`config.mk`:
```
export PLATFORM = sky130hd
export DESIGN_NAME = vid_timing_gen
export DESIGN_NICKNAME = d
export VERILOG_FILES = /design/src/rtl/vid_timing_gen.sv
export SDC_FILE = /design/constraint.sdc
export NUM_CORES = 1
export LEC_CHECK = 0
export CORE_UTILIZATION = 28
export CTS_BUF_LIST = sky130_fd_sc_hd__clkbuf_8
export DETAILED_ROUTE_END_ITERATION = 7
export DONT_BUFFER_PORTS = 1
export GPL_ROUTABILITY_DRIVEN = 0
export HOLD_SLACK_MARGIN = 0.06
export SYNTH_ARGS = -nofsm -noshare
export SYNTH_HDL_FRONTEND = slang
export SYNTH_SLANG_ARGS = --single-unit
```
`constraint.sdc`:
```
create_clock -name clk -period 5.9 [get_ports clk]
set_clock_uncertainty 0.05 [all_clocks]
set_input_delay 0.295 -clock clk [delete_from_list [all_inputs] [get_ports clk]]
set_output_delay 0.295 -clock clk [all_outputs]
set_load 0.03 [all_outputs]
```
`src/rtl/vid_timing_gen.sv`:
```
// Video raster timing and test-pattern source.
// Counter stage picks the raster position; output stage registers sync, DE and pixels.
module vid_timing_gen #(
    parameter int DATA_WIDTH = 8,
    parameter int CNT_WIDTH  = 12
) (
    input  logic                    clk,
    input  logic                    rstn,
    input  logic                    i_en,
    input  logic [CNT_WIDTH-1:0]    i_hsw,
    input  logic [CNT_WIDTH-1:0]    i_hbp,
    input  logic [CNT_WIDTH-1:0]    i_hact,
    input  logic [CNT_WIDTH-1:0]    i_hfp,
    input  logic [CNT_WIDTH-1:0]    i_vsw,
    input  logic [CNT_WIDTH-1:0]    i_vbp,
    input  logic [CNT_WIDTH-1:0]    i_vact,
    input  logic [CNT_WIDTH-1:0]    i_vfp,
    input  logic [1:0]              i_pat_sel,
    input  logic [3*DATA_WIDTH-1:0] i_solid,
    output logic                    o_vs,
    output logic                    o_hs,
    output logic                    o_de,
    output logic [DATA_WIDTH-1:0]   o_r,
    output logic [DATA_WIDTH-1:0]   o_g,
    output logic [DATA_WIDTH-1:0]   o_b,
    output logic                    o_busy,
    output logic                    o_frame_done
);

    localparam int SW = CNT_WIDTH + 2;
    typedef logic [SW-1:0] sum_t;
    typedef enum logic {IDLE, RUN} state_t;

    state_t state, state_nxt;
    logic   load;
    logic   frame_last;

    logic [CNT_WIDTH-1:0]    h_q, v_q;
    logic [CNT_WIDTH-1:0]    hsw_q, hbp_q, hact_q, hfp_q;
    logic [CNT_WIDTH-1:0]    vsw_q, vbp_q, vact_q, vfp_q;
    logic [1:0]              pat_q;
    logic [3*DATA_WIDTH-1:0] solid_q;

    sum_t h_ext, v_ext;
    sum_t hde_beg, hde_end, ht;
    sum_t vde_beg, vde_end, vt;
    logic h_last, v_last;
    logic de_nxt;
    logic [DATA_WIDTH-1:0] x, y;
    logic [DATA_WIDTH-1:0] pr, pg, pb;

    assign h_ext   = sum_t'(h_q);
    assign v_ext   = sum_t'(v_q);
    assign hde_beg = sum_t'(hsw_q) + sum_t'(hbp_q);
    assign hde_end = hde_beg + sum_t'(hact_q);
    assign ht      = hde_end + sum_t'(hfp_q);
    assign vde_beg = sum_t'(vsw_q) + sum_t'(vbp_q);
    assign vde_end = vde_beg + sum_t'(vact_q);
    assign vt      = vde_end + sum_t'(vfp_q);

    assign h_last     = (h_ext == ht - sum_t'(1));
    assign v_last     = (v_ext == vt - sum_t'(1));
    assign frame_last = h_last && v_last;

    assign de_nxt = (v_ext >= vde_beg) && (v_ext < vde_end) &&
                    (h_ext >= hde_beg) && (h_ext < hde_end);
    assign x = DATA_WIDTH'(h_ext - hde_beg);
    assign y = DATA_WIDTH'(v_ext - vde_beg);

    always_comb begin
        state_nxt = state;
        load      = 1'b0;
        case (state)
            IDLE: begin
                if (i_en) begin
                    state_nxt = RUN;
                    load      = 1'b1;
                end
            end
            RUN: begin
                // stop/continue is decided only at the frame boundary
                if (frame_last) begin
                    if (i_en) load = 1'b1;
                    else      state_nxt = IDLE;
                end
            end
        endcase
    end

    always_ff @(posedge clk or negedge rstn) begin
        if (!rstn) state <= IDLE;
        else       state <= state_nxt;
    end

    always_ff @(posedge clk or negedge rstn) begin
        if (!rstn) begin
            h_q <= '0;
            v_q <= '0;
        end else if (load) begin
            h_q <= '0;
            v_q <= '0;
        end else if (state == RUN) begin
            if (h_last) begin
                h_q <= '0;
                v_q <= v_last ? '0 : v_q + CNT_WIDTH'(1);
            end else begin
                h_q <= h_q + CNT_WIDTH'(1);
            end
        end
    end

    always_ff @(posedge clk or negedge rstn) begin
        if (!rstn) begin
            hsw_q   <= CNT_WIDTH'(1);
            hbp_q   <= '0;
            hact_q  <= '0;
            hfp_q   <= '0;
            vsw_q   <= CNT_WIDTH'(1);
            vbp_q   <= '0;
            vact_q  <= '0;
            vfp_q   <= '0;
            pat_q   <= '0;
            solid_q <= '0;
        end else if (load) begin
            // zero-width syncs are widened to one pixel/line
            hsw_q   <= (i_hsw == '0) ? CNT_WIDTH'(1) : i_hsw;
            hbp_q   <= i_hbp;
            hact_q  <= i_hact;
            hfp_q   <= i_hfp;
            vsw_q   <= (i_vsw == '0) ? CNT_WIDTH'(1) : i_vsw;
            vbp_q   <= i_vbp;
            vact_q  <= i_vact;
            vfp_q   <= i_vfp;
            pat_q   <= i_pat_sel;
            solid_q <= i_solid;
        end
    end

    always_comb begin
        pr = '0;
        pg = '0;
        pb = '0;
        if (de_nxt) begin
            case (pat_q)
                2'd0: begin
                    pr = x;
                    pg = x;
                    pb = x;
                end
                2'd1: begin
                    pr = y;
                    pg = y;
                    pb = y;
                end
                2'd2: begin
                    pr = solid_q[3*DATA_WIDTH-1:2*DATA_WIDTH];
                    pg = solid_q[2*DATA_WIDTH-1:DATA_WIDTH];
                    pb = solid_q[DATA_WIDTH-1:0];
                end
                default: begin
                    pr = {DATA_WIDTH{x[3] ^ y[3]}};
                    pg = {DATA_WIDTH{x[3] ^ y[3]}};
                    pb = {DATA_WIDTH{x[3] ^ y[3]}};
                end
            endcase
        end
    end

    always_ff @(posedge clk or negedge rstn) begin
        if (!rstn) begin
            o_vs         <= 1'b0;
            o_hs         <= 1'b0;
            o_de         <= 1'b0;
            o_r          <= '0;
            o_g          <= '0;
            o_b          <= '0;
            o_busy       <= 1'b0;
            o_frame_done <= 1'b0;
        end else if (state == RUN) begin
            o_vs         <= (v_ext < sum_t'(vsw_q));
            o_hs         <= (h_ext < sum_t'(hsw_q));
            o_de         <= de_nxt;
            o_r          <= pr;
            o_g          <= pg;
            o_b          <= pb;
            o_busy       <= 1'b1;
            o_frame_done <= frame_last;
        end else begin
            o_vs         <= 1'b0;
            o_hs         <= 1'b0;
            o_de         <= 1'b0;
            o_r          <= '0;
            o_g          <= '0;
            o_b          <= '0;
            o_busy       <= 1'b0;
            o_frame_done <= 1'b0;
        end
    end

endmodule

```
==> reports/qor.csv, run 1 <==
metric,value,unit
status,"finished, violations left",
failing checks,"DRC, setup timing",
Ys Warns,0,
"commonest non-fill, non-tap cells in the layout","buf_4, dfrtp_1, ha_1",
"most common cell after layout, fill and taps aside",buf_4,
"Arr. time, crit path",6.47,ns
DR vias,10860,
final setup fails,121,
CP bufs+invs,4,
worst slew pin tran,1.086,ns
Hold Crit Start,i_hsw[11],
vias in the first global route,11130,
Overflow after GRT,0,
placed cells,2056,
Detailed Place HPWL,28.75,mm
row cnt,79,
number of flops mapped to enable cells by yosys,0,
prevailing post-synth register cell,dfrtp_1,
CP Launch Type,flop,
Max Slew Vio Count,0,
CTS HTree Levels,4,
Worst Path Max Fanout,11,
worst setup margin,-0.2205,ns
share of cells above drive strength 1,30.16,%
met1 Use GR,19.77,%
reg-to-reg endpoint,vbp_q[2],
Synth async-reset ratio,100.0,%
die area,48690,sq um
first-pass GRT wire length,59.91,mm
Slowest Stage Delay on Critical Path,0.40,ns
Initial Utilization,28.57,%
Die X,220.7,um
RSZ-0062 raised after global routing,yes,
type of the worst setup path,reg -> reg,
Crit path max-delay family,compound AO/OA/AOI/OAI gates,
Synth Cell Area,13390,sq um
antenna-violating nets left,0,
"most used cell, CP",ha_1,
min Tclk post-route,6.121,ns
Post-Synthesis Cells,1320,
CTS tree,built,
cell area power density,118.4,nW/um^2
Routed WL,39.70,mm
total track usage,16.11,%
busiest layer in global routing,met2,
Final Hold Viols,0,
met3 Resource Use GR,3.491,%
Crit. End Element,flop,
r2r startpoint,hbp_q[1],
P&R area growth vs syn,37.55,%
LEAKAGE,9.016,nW
DR iter-0 viols,536,
die height,220.7,um
Fin Hold WS,0.1052,ns
drt wl/cell,17.64,um
Hold Crit Class,in -> reg,
Syn Nets,1621,
synthesized flop and latch total,176,
antenna violations before repair,3,
met2 GRT Util,27.97,%
fin crit share,103.7,%
DRC errors left,6,
worst hold path endpoint,hsw_q[0],
total clock sinks,176,
WP data required,6.25,ns
"Seq/Total Area, Yosys",32.92,%
Util after Layout,39.30,%
Non-Filler Instances,2250,
Slowest cell on crit path,dfrtp_1,
r2r setup slk,-0.22,ns
Worst-path clk slew,0.12,ns
Max Clk Rate,163.4,MHz
VDD IR max,148.3,uV
drt pass-1 iters,8,
syn avg cell area,10.14,sq um
largest net degree at the start of global routing,177,
clock tree buffer depth,2,
Root Buffer,clkbuf_8,
reg2reg path depth,29,
Cell variety after synth,62,
IO Pins,154,
Vias/cell,4.825,
Max Cap Viol,0,
Skew-Pair Late Insertion Delay,0.52,ns
hold depth,3,
CTS buffer count,17,
PortBufs,0,
core area,46850,sq um
number of fill cells,4580,
Slew HR,27.61,%
fin nets,1929,
-- final cells by class --
class                           instances  area [sq um]  area share [%]
Clock inverter                         15         162.7          0.8833
Multi-Input combinational cell        968          9216           50.05
Inverter                              142         535.5           2.908
Tap cell                              607         759.5           4.124
Timing Repair Buffer                  323          3094           16.80
Antenna cell                            2         5.005         0.02718
Clock buffer                           17         234.0           1.271
Sequential cell                       176          4408           23.94
-- worst max-delay path by stage --
stage	startpoint	endpoint	cells after the start
6_report	hbp_q[1]	vbp_q[2]	29
5_1_grt	vsw_q[0]	vsw_q[10]	32
4_1_cts	hbp_q[1]	hsw_q[9]	28
3_5_place_dp	hsw_q[1]	hfp_q[2]	29
3_3_place_gp	hsw_q[1]	hfp_q[1]	29
2_1_floorplan	hsw_q[1]	hact_q[0]	28
-- worst reg2reg max path, delay by kind of cell (launching register included) --
family | cells | cell delay (ns)
AOI/OAI and AO/OA | 10 | 2.12
buffers and inverters | 4 | 0.59
adders and majority gates | 4 | 1.05
and+or+nand+nor | 7 | 1.02
DFF | 1 | 0.40
xor gates and xnor gates | 3 | 0.49
muxes | 1 | 0.30
-- per-layer routing --
| metal | wire length [um] | vias up | part of all wire, % |
|---|---|---|---|
| met5 | 8 | - | 0.020 |
| met4 | 572 | 2 | 1.4 |
| met3 | 1705 | 30 | 4.3 |
| met2 | 20190 | 218 | 51 |
| met1 | 17220 | 5281 | 43 |
| li1 | - | 5325 | - |
-- state kept, by name, summed over array words and instances (netlist names) --
name / flops
solid_q: 24
hsw_q: 12
o_de: 1
state: 1
vsw_q: 12
o_r: 8
hfp_q: 12
vbp_q: 12
hact_q: 12
pat_q: 2
o_b: 8
vfp_q: 12
o_g: 8
o_frame_done: 1
h_q: 12
hbp_q: 12
v_q: 12
vact_q: 12
o_vs: 1
o_busy: 1
o_hs: 1
-- kinds of logic after synthesis --
kind of cell	share of synthesized area [%]
AOI/OAI and AO/OA	13.87
xor gates and xnor gates	6.607
adders and majority gates	16.90
buffers and inverters	5.542
DFF	32.92
muxes	12.89
and+or+nand+nor	11.28
-- synthesized netlist by cell type, drive strengths merged (7+ instances only) --
cell type,number,area share [%]
dfrtp,174,33
ha,168,16
inv,142,4.0
mux2,121,12
xnor2,67,4.4
a21oi,66,2.5
o21ai,60,2.2
nand2,50,1.4
nor2,46,1.3
a21o,37,2.1
nor3,34,1.3
xor2,34,2.2
nand2b,21,0.98
nor4b,20,1.3
and3,19,0.89
o21a,19,1.1
buf,18,1.1
a31oi,17,0.79
clkbuf,17,0.48
nand3,17,0.64
nor4,17,0.79
o211ai,17,0.95
nor2b,14,0.65
o21bai,13,0.73
a211oi,12,0.67
nor3b,11,0.62
a211o,9,0.59
fa,8,1.2
or2,8,0.37
mux2i,7,0.52
nand4,7,0.33
-- stage by stage --
stage / TNS, ns / area (sq um) / total power, mW / setup WS (ns)
CTS: -19.71 / 17710 / 2.218 / -0.2150
finish: -20.73 / 18420 / 2.181 / -0.2205
global placement: -56.64 / 15260 / 1.233 / -0.4556
detailed placement: -70.71 / 15260 / 1.233 / -0.5484
global route: -63.30 / 18420 / 2.268 / -0.5298
floorplan: 0 / 13390 / 1.232 / 0.006816
-- repair_timing --
item / CTS / global route
hold endpoints to repair: 302 / 0
pin swaps: 42 / 48
setup endpoints to repair: 172 / 172
hold buffers: 125 / 0
gates cloned: 6 / 5
setup buffers: 15 / 10
gates resized for setup: 96 / 80
-- where the power goes --
part	internal (mW)	leakage [nW]	switching [mW]
clock network	0.321	0.203	0.552
registers	1.21	2.42	0
logic	0.0592	6.40	0.0431
total	1.59	9.02	0.595
Note: power is estimated with default switching activity, not from simulation.
==> run 2: changes to the inputs <==
--- a/config.mk
+++ b/config.mk
@@ -5,6 +5,7 @@
 export SDC_FILE = /design/constraint.sdc
 export NUM_CORES = 1
 export LEC_CHECK = 0
+export CORE_ASPECT_RATIO = 1.1
 export CORE_UTILIZATION = 28
 export CTS_BUF_LIST = sky130_fd_sc_hd__clkbuf_8
 export DETAILED_ROUTE_END_ITERATION = 7
==> reports/qor.csv, run 2 (same netlist as run 1, synthesis figures left out) <==
metric,value,unit,change
Overflow after GRT,0,,unchanged
Flop pwr share,56.3,%,+1.0 points
drt pass-1 iters,5,,-3
Worst Path Max Fanout,7,,-4
DR iter-0 viols,491,,-8.4%
Hold Crit Start,i_en,,
"commonest non-fill, non-tap cells in the layout","dfrtp_1, buf_4, ha_1",,
reg-to-reg endpoint,hsw_q[8],,
IO Pins,154,,unchanged
RSZ-0062 raised after global routing,yes,,
type of the worst setup path,reg -> reg,,
drt wl/cell,17.85,um,+1.2%
Top reg by flops,solid_q,,
total track usage,16.65,%,+0.54 points
Slowest cell on crit path,dfrtp_1,,
die area,48690,sq um,about the same
antenna-violating nets left,0,,unchanged
setup TNS,-20.33,ns,+0.3942 ns
Non-Filler Instances,2285,,+1.6%
Vias/cell,4.805,,-0.42%
hold depth,4,,+1
"most used cell, CP",ha_1,,
placed cells,2080,,+1.2%
WP data required,6.25,ns,about the same
max reg flops,24,,unchanged
CTS tree,built,,
"Arr. time, crit path",6.45,ns,-0.02 ns
failing checks,setup timing,,
Comb power frac,4.8,%,about the same
worst setup margin,-0.2027,ns,+0.01784 ns
vias in the first global route,11550,,+3.8%
Crit. End Element,flop,,
Skew-Pair Late Insertion Delay,0.53,ns,about the same
Initial Utilization,28.52,%,-0.053 points
Max Slew Vio Count,0,,unchanged
Clock Power Share,38.9,%,-1.1 points
antenna violations before repair,1,,-2
"most common cell after layout, fill and taps aside",dfrtp_1,,
NetSw,544.7,uW,-8.5%
VDD IR max,166.3,uV,+12%
total clock sinks,176,,unchanged
cell area power density,113.8,nW/um^2,-3.9%
fin crit share,103.4,%,-0.30 points
first-pass GRT wire length,62.60,mm,+4.5%
core area,46940,sq um,+0.19%
LEAKAGE,9.159,nW,+1.6%
Slowest Stage Delay on Critical Path,0.42,ns,+0.02 ns
r2r setup slk,-0.20,ns,+0.02 ns
switching share of total power,25.43,%,-1.9 points
CTS HTree Levels,4,,unchanged
Final Power,2.142,mW,-1.8%
row cnt,83,,+5.1%
r2r startpoint,vsw_q[1],,
Fin Hold WS,0.07876,ns,-0.02640 ns
P&R area growth vs syn,40.59,%,
Slew HR,3.563,%,-24 points
largest net degree at the start of global routing,177,,unchanged
reg2reg path depth,28,,-3.4%
clock tree buffer depth,2,,unchanged
Detailed Place HPWL,28.98,mm,+0.80%
status,"finished, violations left",,
Routed WL,40.79,mm,+2.8%
DRC errors left,0,,-6
worst slew pin tran,1.447,ns,+0.3606 ns
Finished Cell Area,18820,sq um,+2.2%
Max Cap Viol,0,,unchanged
min Tclk post-route,6.103,ns,-0.01784 ns
final setup fails,121,,unchanged
CP Launch Type,flop,,
Setup WS pre-CTS,-0.7242,ns,-0.1757 ns
Max Clk Rate,163.9,MHz,+0.29%
die height,231.3,um,+4.8%
Placed Area,15240,sq um,-0.13%
Worst-path clk slew,0.12,ns,about the same
Pint,1.598,mW,+0.77%
Root Buffer,clkbuf_8,,
DR vias,10980,,+1.1%
Hold Crit Class,in -> reg,,
CTS buffer count,17,,unchanged
PortBufs,0,,unchanged
Die X,210.5,um,-4.6%
Util after Layout,40.10,%,+0.79 points
worst hold path endpoint,v_q[4],,
fin nets,1935,,+0.31%
share of cells above drive strength 1,32.06,%,+1.9 points
Final Hold Viols,0,,unchanged
-- run 2: per-layer routing --
| layer | GRT usage (%) | share of wire, % |
|---|---|---|
| met4 | 4.506 | 2.3 |
| met3 | 3.198 | 3.4 |
| met2 | 30.20 | 52 |
| met1 | 19.90 | 42 |
| met5 | 0 | 0 |
-- run 2: how the worst max path moves through the flow --
stage             start        end  slack, ns
2_1_floorplan  hsw_q[1]  hact_q[0]      0.007
3_3_place_gp   hsw_q[1]  vact_q[7]      -0.54
3_5_place_dp   hsw_q[1]  vact_q[3]      -0.72
4_1_cts        hbp_q[1]   hbp_q[4]      -0.29
5_1_grt        vsw_q[1]  vact_q[8]      -0.54
6_report       vsw_q[1]   hsw_q[8]      -0.20
-- run 2: power by group through the flow --
stage / Sequential, mW / Combinational [mW] / Clock, mW
finish: 1.21 / 0.103 / 0.834
global route: 1.21 / 0.113 / 0.912
CTS: 1.21 / 0.107 / 0.868
detailed placement: 1.23 / 0.00399 / 0
global placement: 1.23 / 0.00403 / 0
floorplan: 1.23 / 0.00288 / 0
-- run 2: area by class of cell --
| cell class | instances | area [sq um] |
|---|---|---|
| fillers | 4588 | 28120 |
| multi-input cells | 967 | 9397 |
| flip-flops and latches | 176 | 4407 |
| repair buffers | 330 | 3313 |
| well taps | 637 | 797.0 |
| inverters | 142 | 533.0 |
| clock buffers | 20 | 275.3 |
| clock inverters | 12 | 97.59 |
| diodes | 1 | 2.502 |
-- run 2: critical path: cells and delay by family (launching register included) --
kind                     cells  cell delay, ns
AND/OR/NAND/NOR              3            0.40
adder cells (fa/ha/maj)      4            1.20
multiplexers                 2            0.66
buffers and inverters        6            0.84
flip-flops                   1            0.42
XOR/XNOR                     2            0.35
AO/OA/AOI/OAI               11            2.03
-- run 2: repair_timing --
action | CTS | global route
gates cloned | 14 | 7
buffers inserted | 15 | 14
gates resized for setup | 98 | 138
endpoints found under the setup margin | 173 | 172
pin swaps | 38 | 96
hold buffers | 125 | 0
endpoints found under the hold margin | 302 | 0
